`config.mk`:
```
export PLATFORM = sky130hd
export DESIGN_NAME = wb_master_arb_flat
export DESIGN_NICKNAME = d
export VERILOG_FILES = /design/src/rtl/wb_master_arb_if.sv /design/src/rtl/wb_master_arb.sv /design/src/flat_wrapper.sv
export SDC_FILE = /design/constraint.sdc
export NUM_CORES = 1
export LEC_CHECK = 0
export CORE_MARGIN = 2
export CORE_UTILIZATION = 21
export CTS_BUF_LIST = sky130_fd_sc_hd__clkbuf_2 sky130_fd_sc_hd__clkbuf_4 sky130_fd_sc_hd__clkbuf_8
export CTS_CLUSTER_DIAMETER = 40
export CTS_CLUSTER_SIZE = 30
export DETAILED_ROUTE_END_ITERATION = 12
export GPL_ROUTABILITY_DRIVEN = 0
export GPL_TIMING_DRIVEN = 0
export PLACE_DENSITY = 0.88
export SLEW_MARGIN = 20
export SYNTH_ARGS = -nofsm -noshare
export SYNTH_HDL_FRONTEND = slang
export SYNTH_SLANG_ARGS = --single-unit
```
`constraint.sdc`:
```
create_clock -name wb_clk_i -period 2 [get_ports wb_clk_i]
set_input_delay 0.2 -clock wb_clk_i [delete_from_list [all_inputs] [get_ports wb_clk_i]]
set_output_delay 0.2 -clock wb_clk_i [all_outputs]
set_load 0.005 [all_outputs]
```
`src/rtl/wb_master_arb_if.sv`:
```
// Bus bundle between the two Wishbone masters, the arbiter and the switch port.
// Signal suffixes are from the arbiter's point of view.
interface wb_master_arb_if;
    logic [15:0] m0_dat_i;
    logic [15:0] m0_dat_o;
    logic [19:0] m0_adr_i;
    logic [1:0]  m0_sel_i;
    logic        m0_we_i;
    logic        m0_cyc_i;
    logic        m0_stb_i;
    logic        m0_ack_o;

    logic [15:0] m1_dat_i;
    logic [15:0] m1_dat_o;
    logic [19:0] m1_adr_i;
    logic [1:0]  m1_sel_i;
    logic        m1_we_i;
    logic        m1_cyc_i;
    logic        m1_stb_i;
    logic        m1_ack_o;

    logic [15:0] s_dat_o;
    logic [19:0] s_adr_o;
    logic [1:0]  s_sel_o;
    logic        s_we_o;
    logic        s_cyc_o;
    logic        s_stb_o;
    logic [15:0] s_dat_i;
    logic        s_ack_i;

    // Arbiter side: serves both masters and drives the switch port.
    modport slave (
        input  m0_dat_i, m0_adr_i, m0_sel_i, m0_we_i, m0_cyc_i, m0_stb_i,
        output m0_dat_o, m0_ack_o,
        input  m1_dat_i, m1_adr_i, m1_sel_i, m1_we_i, m1_cyc_i, m1_stb_i,
        output m1_dat_o, m1_ack_o,
        output s_dat_o, s_adr_o, s_sel_o, s_we_o, s_cyc_o, s_stb_o,
        input  s_dat_i, s_ack_i
    );

    // Environment side: the masters and the switch.
    modport master (
        output m0_dat_i, m0_adr_i, m0_sel_i, m0_we_i, m0_cyc_i, m0_stb_i,
        input  m0_dat_o, m0_ack_o,
        output m1_dat_i, m1_adr_i, m1_sel_i, m1_we_i, m1_cyc_i, m1_stb_i,
        input  m1_dat_o, m1_ack_o,
        input  s_dat_o, s_adr_o, s_sel_o, s_we_o, s_cyc_o, s_stb_o,
        output s_dat_i, s_ack_i
    );
endinterface

```
`src/rtl/wb_master_arb.sv`:
```
// Two-master round-robin Wishbone arbiter with a bus watchdog.
// A granted master keeps the bus until its cyc drops; stalls end in a dummy ack.
module wb_master_arb #(
    parameter int TMO_W   = 5,
    parameter int TMO_MAX = 31
) (
    input  logic            wb_clk_i,
    input  logic            wb_rst_i,
    wb_master_arb_if.slave  bus,
    output logic [1:0]      gnt_o,
    output logic            tmo_o
);

    typedef enum logic [1:0] {IDLE, G0, G1} state_t;

    localparam logic [TMO_W-1:0] TMO_LIM = TMO_W'(TMO_MAX);

    state_t           state_q;
    logic [1:0]       gnt_q;
    logic             last_q;
    logic [TMO_W-1:0] wdg_q;
    logic [TMO_W-1:0] wdg_d;
    logic             stb_raw;
    logic             tmo;

    // Grant FSM; last_q=1 means m1 was served last, so m0 wins the next tie.
    always_ff @(posedge wb_clk_i) begin
        if (wb_rst_i) begin
            state_q <= IDLE;
            gnt_q   <= 2'b00;
            last_q  <= 1'b1;
        end else begin
            unique case (state_q)
                IDLE: begin
                    if (bus.m0_cyc_i && bus.m1_cyc_i) begin
                        if (last_q) begin
                            state_q <= G0;
                            gnt_q   <= 2'b01;
                        end else begin
                            state_q <= G1;
                            gnt_q   <= 2'b10;
                        end
                    end else if (bus.m0_cyc_i) begin
                        state_q <= G0;
                        gnt_q   <= 2'b01;
                    end else if (bus.m1_cyc_i) begin
                        state_q <= G1;
                        gnt_q   <= 2'b10;
                    end
                end
                G0: begin
                    if (!bus.m0_cyc_i) begin
                        state_q <= IDLE;
                        gnt_q   <= 2'b00;
                        last_q  <= 1'b0;
                    end
                end
                G1: begin
                    if (!bus.m1_cyc_i) begin
                        state_q <= IDLE;
                        gnt_q   <= 2'b00;
                        last_q  <= 1'b1;
                    end
                end
                default: begin
                    state_q <= IDLE;
                    gnt_q   <= 2'b00;
                end
            endcase
        end
    end

    // Switch-port mux, watchdog expiry and ack/data return to the masters.
    always_comb begin
        bus.s_adr_o = '0;
        bus.s_sel_o = '0;
        bus.s_dat_o = '0;
        bus.s_we_o  = 1'b0;
        bus.s_cyc_o = 1'b0;
        stb_raw     = 1'b0;
        if (gnt_q[0]) begin
            bus.s_adr_o = bus.m0_adr_i;
            bus.s_sel_o = bus.m0_sel_i;
            bus.s_dat_o = bus.m0_dat_i;
            bus.s_we_o  = bus.m0_we_i;
            bus.s_cyc_o = bus.m0_cyc_i;
            stb_raw     = bus.m0_stb_i;
        end else if (gnt_q[1]) begin
            bus.s_adr_o = bus.m1_adr_i;
            bus.s_sel_o = bus.m1_sel_i;
            bus.s_dat_o = bus.m1_dat_i;
            bus.s_we_o  = bus.m1_we_i;
            bus.s_cyc_o = bus.m1_cyc_i;
            stb_raw     = bus.m1_stb_i;
        end
        // A real ack in the expiry cycle wins over the forced one.
        tmo = (wdg_q == TMO_LIM) && bus.s_cyc_o && stb_raw && !bus.s_ack_i;
        bus.s_stb_o  = stb_raw && !tmo;
        bus.m0_ack_o = gnt_q[0] && (bus.s_ack_i || tmo);
        bus.m1_ack_o = gnt_q[1] && (bus.s_ack_i || tmo);
        bus.m0_dat_o = tmo ? 16'hFFFF : bus.s_dat_i;
        bus.m1_dat_o = tmo ? 16'hFFFF : bus.s_dat_i;
        if (!(bus.s_cyc_o && stb_raw) || bus.s_ack_i || tmo) begin
            wdg_d = '0;
        end else begin
            wdg_d = wdg_q + 1'b1;
        end
    end

    // Watchdog counts wait-cycles of the current strobe.
    always_ff @(posedge wb_clk_i) begin
        if (wb_rst_i) begin
            wdg_q <= '0;
        end else begin
            wdg_q <= wdg_d;
        end
    end

    assign gnt_o = gnt_q;
    assign tmo_o = tmo;

endmodule

```
`src/flat_wrapper.sv`:
```
// flat-port wrapper written by rule: the top's interface ports become plain ports
module wb_master_arb_flat 
#(
    parameter int TMO_W   = 5,
    parameter int TMO_MAX = 31
)
  (wb_clk_i, wb_rst_i, gnt_o, tmo_o, bus_m0_dat_i, bus_m0_adr_i, bus_m0_sel_i, bus_m0_we_i, bus_m0_cyc_i, bus_m0_stb_i, bus_m0_dat_o, bus_m0_ack_o, bus_m1_dat_i, bus_m1_adr_i, bus_m1_sel_i, bus_m1_we_i, bus_m1_cyc_i, bus_m1_stb_i, bus_m1_dat_o, bus_m1_ack_o, bus_s_dat_o, bus_s_adr_o, bus_s_sel_o, bus_s_we_o, bus_s_cyc_o, bus_s_stb_o, bus_s_dat_i, bus_s_ack_i);
  wb_master_arb_if bus_i ();
  input  logic wb_clk_i;
  input  logic wb_rst_i;
  output logic [1:0] gnt_o;
  output logic tmo_o;
  input wire logic [$bits(bus_i.m0_dat_i)-1:0] bus_m0_dat_i;
  input wire logic [$bits(bus_i.m0_adr_i)-1:0] bus_m0_adr_i;
  input wire logic [$bits(bus_i.m0_sel_i)-1:0] bus_m0_sel_i;
  input wire logic [$bits(bus_i.m0_we_i)-1:0] bus_m0_we_i;
  input wire logic [$bits(bus_i.m0_cyc_i)-1:0] bus_m0_cyc_i;
  input wire logic [$bits(bus_i.m0_stb_i)-1:0] bus_m0_stb_i;
  output wire logic [$bits(bus_i.m0_dat_o)-1:0] bus_m0_dat_o;
  output wire logic [$bits(bus_i.m0_ack_o)-1:0] bus_m0_ack_o;
  input wire logic [$bits(bus_i.m1_dat_i)-1:0] bus_m1_dat_i;
  input wire logic [$bits(bus_i.m1_adr_i)-1:0] bus_m1_adr_i;
  input wire logic [$bits(bus_i.m1_sel_i)-1:0] bus_m1_sel_i;
  input wire logic [$bits(bus_i.m1_we_i)-1:0] bus_m1_we_i;
  input wire logic [$bits(bus_i.m1_cyc_i)-1:0] bus_m1_cyc_i;
  input wire logic [$bits(bus_i.m1_stb_i)-1:0] bus_m1_stb_i;
  output wire logic [$bits(bus_i.m1_dat_o)-1:0] bus_m1_dat_o;
  output wire logic [$bits(bus_i.m1_ack_o)-1:0] bus_m1_ack_o;
  output wire logic [$bits(bus_i.s_dat_o)-1:0] bus_s_dat_o;
  output wire logic [$bits(bus_i.s_adr_o)-1:0] bus_s_adr_o;
  output wire logic [$bits(bus_i.s_sel_o)-1:0] bus_s_sel_o;
  output wire logic [$bits(bus_i.s_we_o)-1:0] bus_s_we_o;
  output wire logic [$bits(bus_i.s_cyc_o)-1:0] bus_s_cyc_o;
  output wire logic [$bits(bus_i.s_stb_o)-1:0] bus_s_stb_o;
  input wire logic [$bits(bus_i.s_dat_i)-1:0] bus_s_dat_i;
  input wire logic [$bits(bus_i.s_ack_i)-1:0] bus_s_ack_i;
  assign bus_i.m0_dat_i = bus_m0_dat_i;
  assign bus_i.m0_adr_i = bus_m0_adr_i;
  assign bus_i.m0_sel_i = bus_m0_sel_i;
  assign bus_i.m0_we_i = bus_m0_we_i;
  assign bus_i.m0_cyc_i = bus_m0_cyc_i;
  assign bus_i.m0_stb_i = bus_m0_stb_i;
  assign bus_m0_dat_o = bus_i.m0_dat_o;
  assign bus_m0_ack_o = bus_i.m0_ack_o;
  assign bus_i.m1_dat_i = bus_m1_dat_i;
  assign bus_i.m1_adr_i = bus_m1_adr_i;
  assign bus_i.m1_sel_i = bus_m1_sel_i;
  assign bus_i.m1_we_i = bus_m1_we_i;
  assign bus_i.m1_cyc_i = bus_m1_cyc_i;
  assign bus_i.m1_stb_i = bus_m1_stb_i;
  assign bus_m1_dat_o = bus_i.m1_dat_o;
  assign bus_m1_ack_o = bus_i.m1_ack_o;
  assign bus_s_dat_o = bus_i.s_dat_o;
  assign bus_s_adr_o = bus_i.s_adr_o;
  assign bus_s_sel_o = bus_i.s_sel_o;
  assign bus_s_we_o = bus_i.s_we_o;
  assign bus_s_cyc_o = bus_i.s_cyc_o;
  assign bus_s_stb_o = bus_i.s_stb_o;
  assign bus_i.s_dat_i = bus_s_dat_i;
  assign bus_i.s_ack_i = bus_s_ack_i;
  wb_master_arb #(.TMO_W(TMO_W), .TMO_MAX(TMO_MAX)) u_core (.wb_clk_i(wb_clk_i), .wb_rst_i(wb_rst_i), .bus(bus_i), .gnt_o(gnt_o), .tmo_o(tmo_o));
endmodule
```
Yosys cells after proc, flatten, opt, wreduce, memory -nomap -nowiden
Index checks and enable logic that the tools add are counted.
Cells by class
  $add $sub $neg: 1
  equal/unequal tests: 6
  mux-type cells: 23
  reductions and logical operators: 19
Operators with widths (count)
  16-bit two-way mux: 3
  20-bit two-way mux: 2
  2-bit two-way mux: 8
  1-bit logical AND: 8
  1-bit two-way mux: 8
  2-bit case mux with 3 select lines: 1
  3-bit AND reduction: 2
  5-bit by 1-bit adder with 5-bit output, second input constant: 1
  5-bit equality test, second input constant: 1
  2-bit inequality test, second input constant: 2
  4-bit by 3-bit inequality test with 1-bit output, second input constant: 1
  1-bit zero test: 3
  1-bit logical OR: 3
  2-bit by 1-bit equality test with 1-bit output, second input constant: 1
  2-bit equality test, second input constant: 1
  2-bit zero test: 1
  1-bit case mux with 2 select lines: 1
  2-bit nonzero test: 1
  2-bit OR reduction: 1
Storage, ports and cells
  register bits: 8
  input bits: 101
  output and inout bits: 78
  logic and storage cells: 52

Logic depth before layout (Yosys ltp)
  word-level depth: 7
  mapped depth: 8
  gate-level depth less buffers: 6

Worst setup path before layout
Ideal clock, no wire load.
  path type: flip-flop to output port
  start: register u_core.wdg_q[0]
  end: output bus_m1_dat_o[10]
  arrival time: 1601 ps
  data required time: 1800 ps
  path slack: 199 ps
  cell stages (with the launch flop): 9
  cells stage by stage: dfxtp_1 > ha_1 > and3_1 > ha_1 > nand2b_1 > a21oi_2 > buf_2 > or2_2 > buf_4
Between the ends
  longest elaborated chain between the ends: 5
RTL lines
  start, declared: RTL line wb_master_arb.sv:21  | logic [TMO_W-1:0] wdg_q;
  start signal, assigned: RTL line wb_master_arb.sv:115  | wdg_q <= wdg_d;
  5-bit equality test: RTL line wb_master_arb.sv:97  | tmo = (wdg_q == TMO_LIM) && bus.s_cyc_o && stb_raw && !bus.s_ack_i;
  1-bit logical AND (3 in a row): RTL line wb_master_arb.sv:97
  named net tmo_o: RTL line flat_wrapper.sv:12  | output logic tmo_o;
  16-bit two-way mux
  end, declared: RTL line flat_wrapper.sv:27  | output wire logic [$bits(bus_i.m1_dat_o)-1:0] bus_m1_dat_o;
The timed path passes the listed nets, and every way through them passes these cells.

Worst setup path in the final report
  start: register u_core.wdg_q[0]
  end: output bus_m1_dat_o[0]
Between the ends
  longest elaborated chain between the ends: 5
RTL lines
  5-bit equality test: RTL line wb_master_arb.sv:97
  1-bit logical AND (3 in a row): RTL line wb_master_arb.sv:97
  16-bit two-way mux: RTL line wb_master_arb.sv:102  | bus.m1_dat_o = tmo ? 16'hFFFF : bus.s_dat_i;
No other way between the ends.

==> results.sh <==
export IMPL_final_area_sq_um=3100
export IMPL_syn_avg_cell_area_sq_um=7.95
export IMPL_ir_worst_vdd_mv=0.512
export IMPL_synth_edf_count=0
export IMPL_syn_to_final_growth_pct=212
export IMPL_core_sq_um=4630
export IMPL_via_per_inst=4.63
export IMPL_synthArstFlopShare_pct=0
export IMPL_yosys_warnings=0
export IMPL_max_freq_mhz=484
export IMPL_clock_latency_ns=0.23
export IMPL_hold_viol_final=0
export IMPL_crit_type="flop to output port"
export IMPL_clockBufferDepth=2
export IMPL_violations="negative setup slack"
export IMPL_rsz0062_at_grt="true"
export IMPL_post_route_period_util_pct=103
export IMPL_crit_fanout=5
export IMPL_die_w_microns=72.8
export IMPL_clkSinkCount=8
export IMPL_p_per_area_nw_per_um2=299
export IMPL_power_leakage_nw=1.29
export IMPL_firstDrtPassIters=4
export IMPL_syn_num_nets=228
export IMPL_cap_violations=0
export IMPL_finalSetupViolCount=9
export IMPL_setup_slack_ns=-0.0640
export IMPL_syn_area_sq_um=993
export IMPL_start_kind="flop"
export IMPL_crit_required_ns=1.80
export IMPL_tightest_slew_ns=0.227
export IMPL_cp_end_kind="output port"
export IMPL_yosys_area_top_type="a22o_1"
export IMPL_vias=1716
export IMPL_met3_usage_pct=3.59
export IMPL_synthCells=125
export IMPL_grt_pass1_wl_microns=8200
export IMPL_ys_ff_latch=8
export IMPL_drtIter0Drc=47
export IMPL_synth_top_cell_area_share_pct=34.4
export IMPL_yosysSeqAreaShare_pct=16.1
export IMPL_grt_pass1_vias=1701
export IMPL_outcome="finished with violations"
export IMPL_ctsHoldBuffers=0
export IMPL_die_area_sq_um=5300
export IMPL_synth_area_top_cells="a22o_1 34%, dfxtp_1 16%, buf_4 12%"
export IMPL_drc_errors=0
export IMPL_hold_class="flop to flop"
export IMPL_fin_util_pct=67.0
export IMPL_min_period_ns=2.06
export IMPL_n_antenna_cell=0
export IMPL_fillers=373
export IMPL_placed_area_sq_um=2840
export IMPL_grt_overflow=0
export IMPL_cp_arrival_ns=1.86
export IMPL_skew_ns=0.00326
export IMPL_io_pin_count=179
export IMPL_relSlewSlack_pct=84.6
export IMPL_placement_io_buffers=178
export IMPL_layout_drive_gt1_share_pct=30.6
export IMPL_antenna_left=0
export IMPL_synth_cell_types=28
export IMPL_grt_max_degree=11
export IMPL_track_usage_pct=19.4
export IMPL_ctsRootBufferMaster="clkbuf_8"
export IMPL_core_rowCount=25
export IMPL_initial_utilization_pct=21.5
export IMPL_routed_wl_microns=5670
export IMPL_cts_buffers=3
export IMPL_grt_busiest_layer="met2"
export IMPL_antenna_found_initial=0
export IMPL_wl_per_cell_microns=15.3
export IMPL_nNetsFinal=422
export IMPL_gr_usage_met1_pct=23.8
export IMPL_cts_max_level=1
export IMPL_finalMaxSlewViolations=0
export IMPL_die_h_microns=72.8
export IMPL_synth_main_ff_cell="dfxtp_1"
export IMPL_cts_tree="done"
export IMPL_dp_hpwl_microns=4520
export IMPL_grt_use_met2_pct=33.8
export IMPL_path_clk_slew_ns=0.04
registers in the layout (all words and copies together) (netlist names):
signal and flops:
u_core.wdg_q 5, u_core.state_q 2, u_core.last_q 1
per-layer routing:
layer / up-vias / share of wire (%)
met1: 768 / 38
met3: 10 / 8.4
li1: 840 / -
met2: 98 / 51
met4: 0 / 2.0
met5: - / 0
through the flow:
step | cells | power (mW) | hold WS [ns] | TNS [ns] | setup slack, ns
2_1_floorplan | 125 | 0.315 | 0.278 | 0 | 0.199
3_3_place_gp | 357 | 0.711 | 0.429 | -8.88 | -0.401
3_5_place_dp | 357 | 0.716 | 0.437 | -9.48 | -0.430
4_1_cts | 371 | 0.911 | 0.510 | -0.661 | -0.0707
5_1_grt | 371 | 0.974 | 0.505 | -0.909 | -0.114
6_report | 371 | 0.927 | 0.474 | -0.366 | -0.0640
synthesized netlist by cell type (2+ instances only):
cell      instances
a22o_1           39
buf_4            16
or2_2            16
dfxtp_1           8
nor2_1            7
clkbuf_1          6
buf_2             3
inv_1             3
ha_1              2
nand2_1           2
nand2b_1          2
nand3_1           2
nand4b_1          2
nor2b_1           2
o21ai_0           2
critical path, stage by stage (launching register included):
cell	delay, ns
dfxtp_2	0.33
ha_4	0.15
and3_4	0.15
ha_4	0.16
nand2b_4	0.07
a21oi_4	0.05
buf_6	0.14
buf_6	0.11
or2_4	0.25
buf_6	0.12
buf_6	0.10
cells in the final DEF (no fill, tap or decap), drive strengths merged, types with 3 or more instances in the layout:
cell           instances
clkbuf                11
dfxtp                  8
nor2                   7
a22o                  39
inv                    3
clkdlybuf4s50        142
or2                   16
dlygate4sd2            4
buf                   59
repair_timing:
action / CTS / global route
gates cloned: 1 / 0
setup endpoints to repair: 76 / 62
pin swaps: 4 / 8
resized for setup: 155 / 48
setup buffers: 10 / 1
final timing paths:
path	startpoint	to	slack, ns	cells after the start
hold / removal	u_core.state_q[1]	u_core.state_q[0]	0.47	1
setup reg to reg	u_core.wdg_q[0]	u_core.wdg_q[3]	0.49	6
setup / recovery	u_core.wdg_q[0]	bus_m1_dat_o[0]	-0.06	10
hold reg to reg	u_core.state_q[1]	u_core.state_q[0]	0.47	1
cell type report:
cell class	count	area [sq um]	area share, %
well taps	54	67.6	2.18
repair buffers	190	1830	59.0
inverters	3	11.3	0.363
clock buffers	3	41.3	1.33
plain buffers	25	224	7.22
flip-flops and latches	8	165	5.33
multi-input cells	88	761	24.5
where the power goes:
part / total [mW] / switching, mW / internal (mW)
clock network: 0.198 / 0.0669 / 0.131
logic: 0.559 / 0.155 / 0.405
registers: 0.170 / 0.00543 / 0.165
cell families (layout without fill, tap and decap cells):
kind of cell	count (synthesis)	in the layout	share of synthesized area (%)
AND/OR/NAND/NOR	35	35	20.3
AO/OA/AOI/OAI	49	49	41.9
XOR/XNOR	2	2	1.76
adder cells (fa/ha/maj)	2	2	2.52
flip-flops	8	8	16.1
buffers and inverters	29	221	17.4
(Power assumes the default switching activity.)
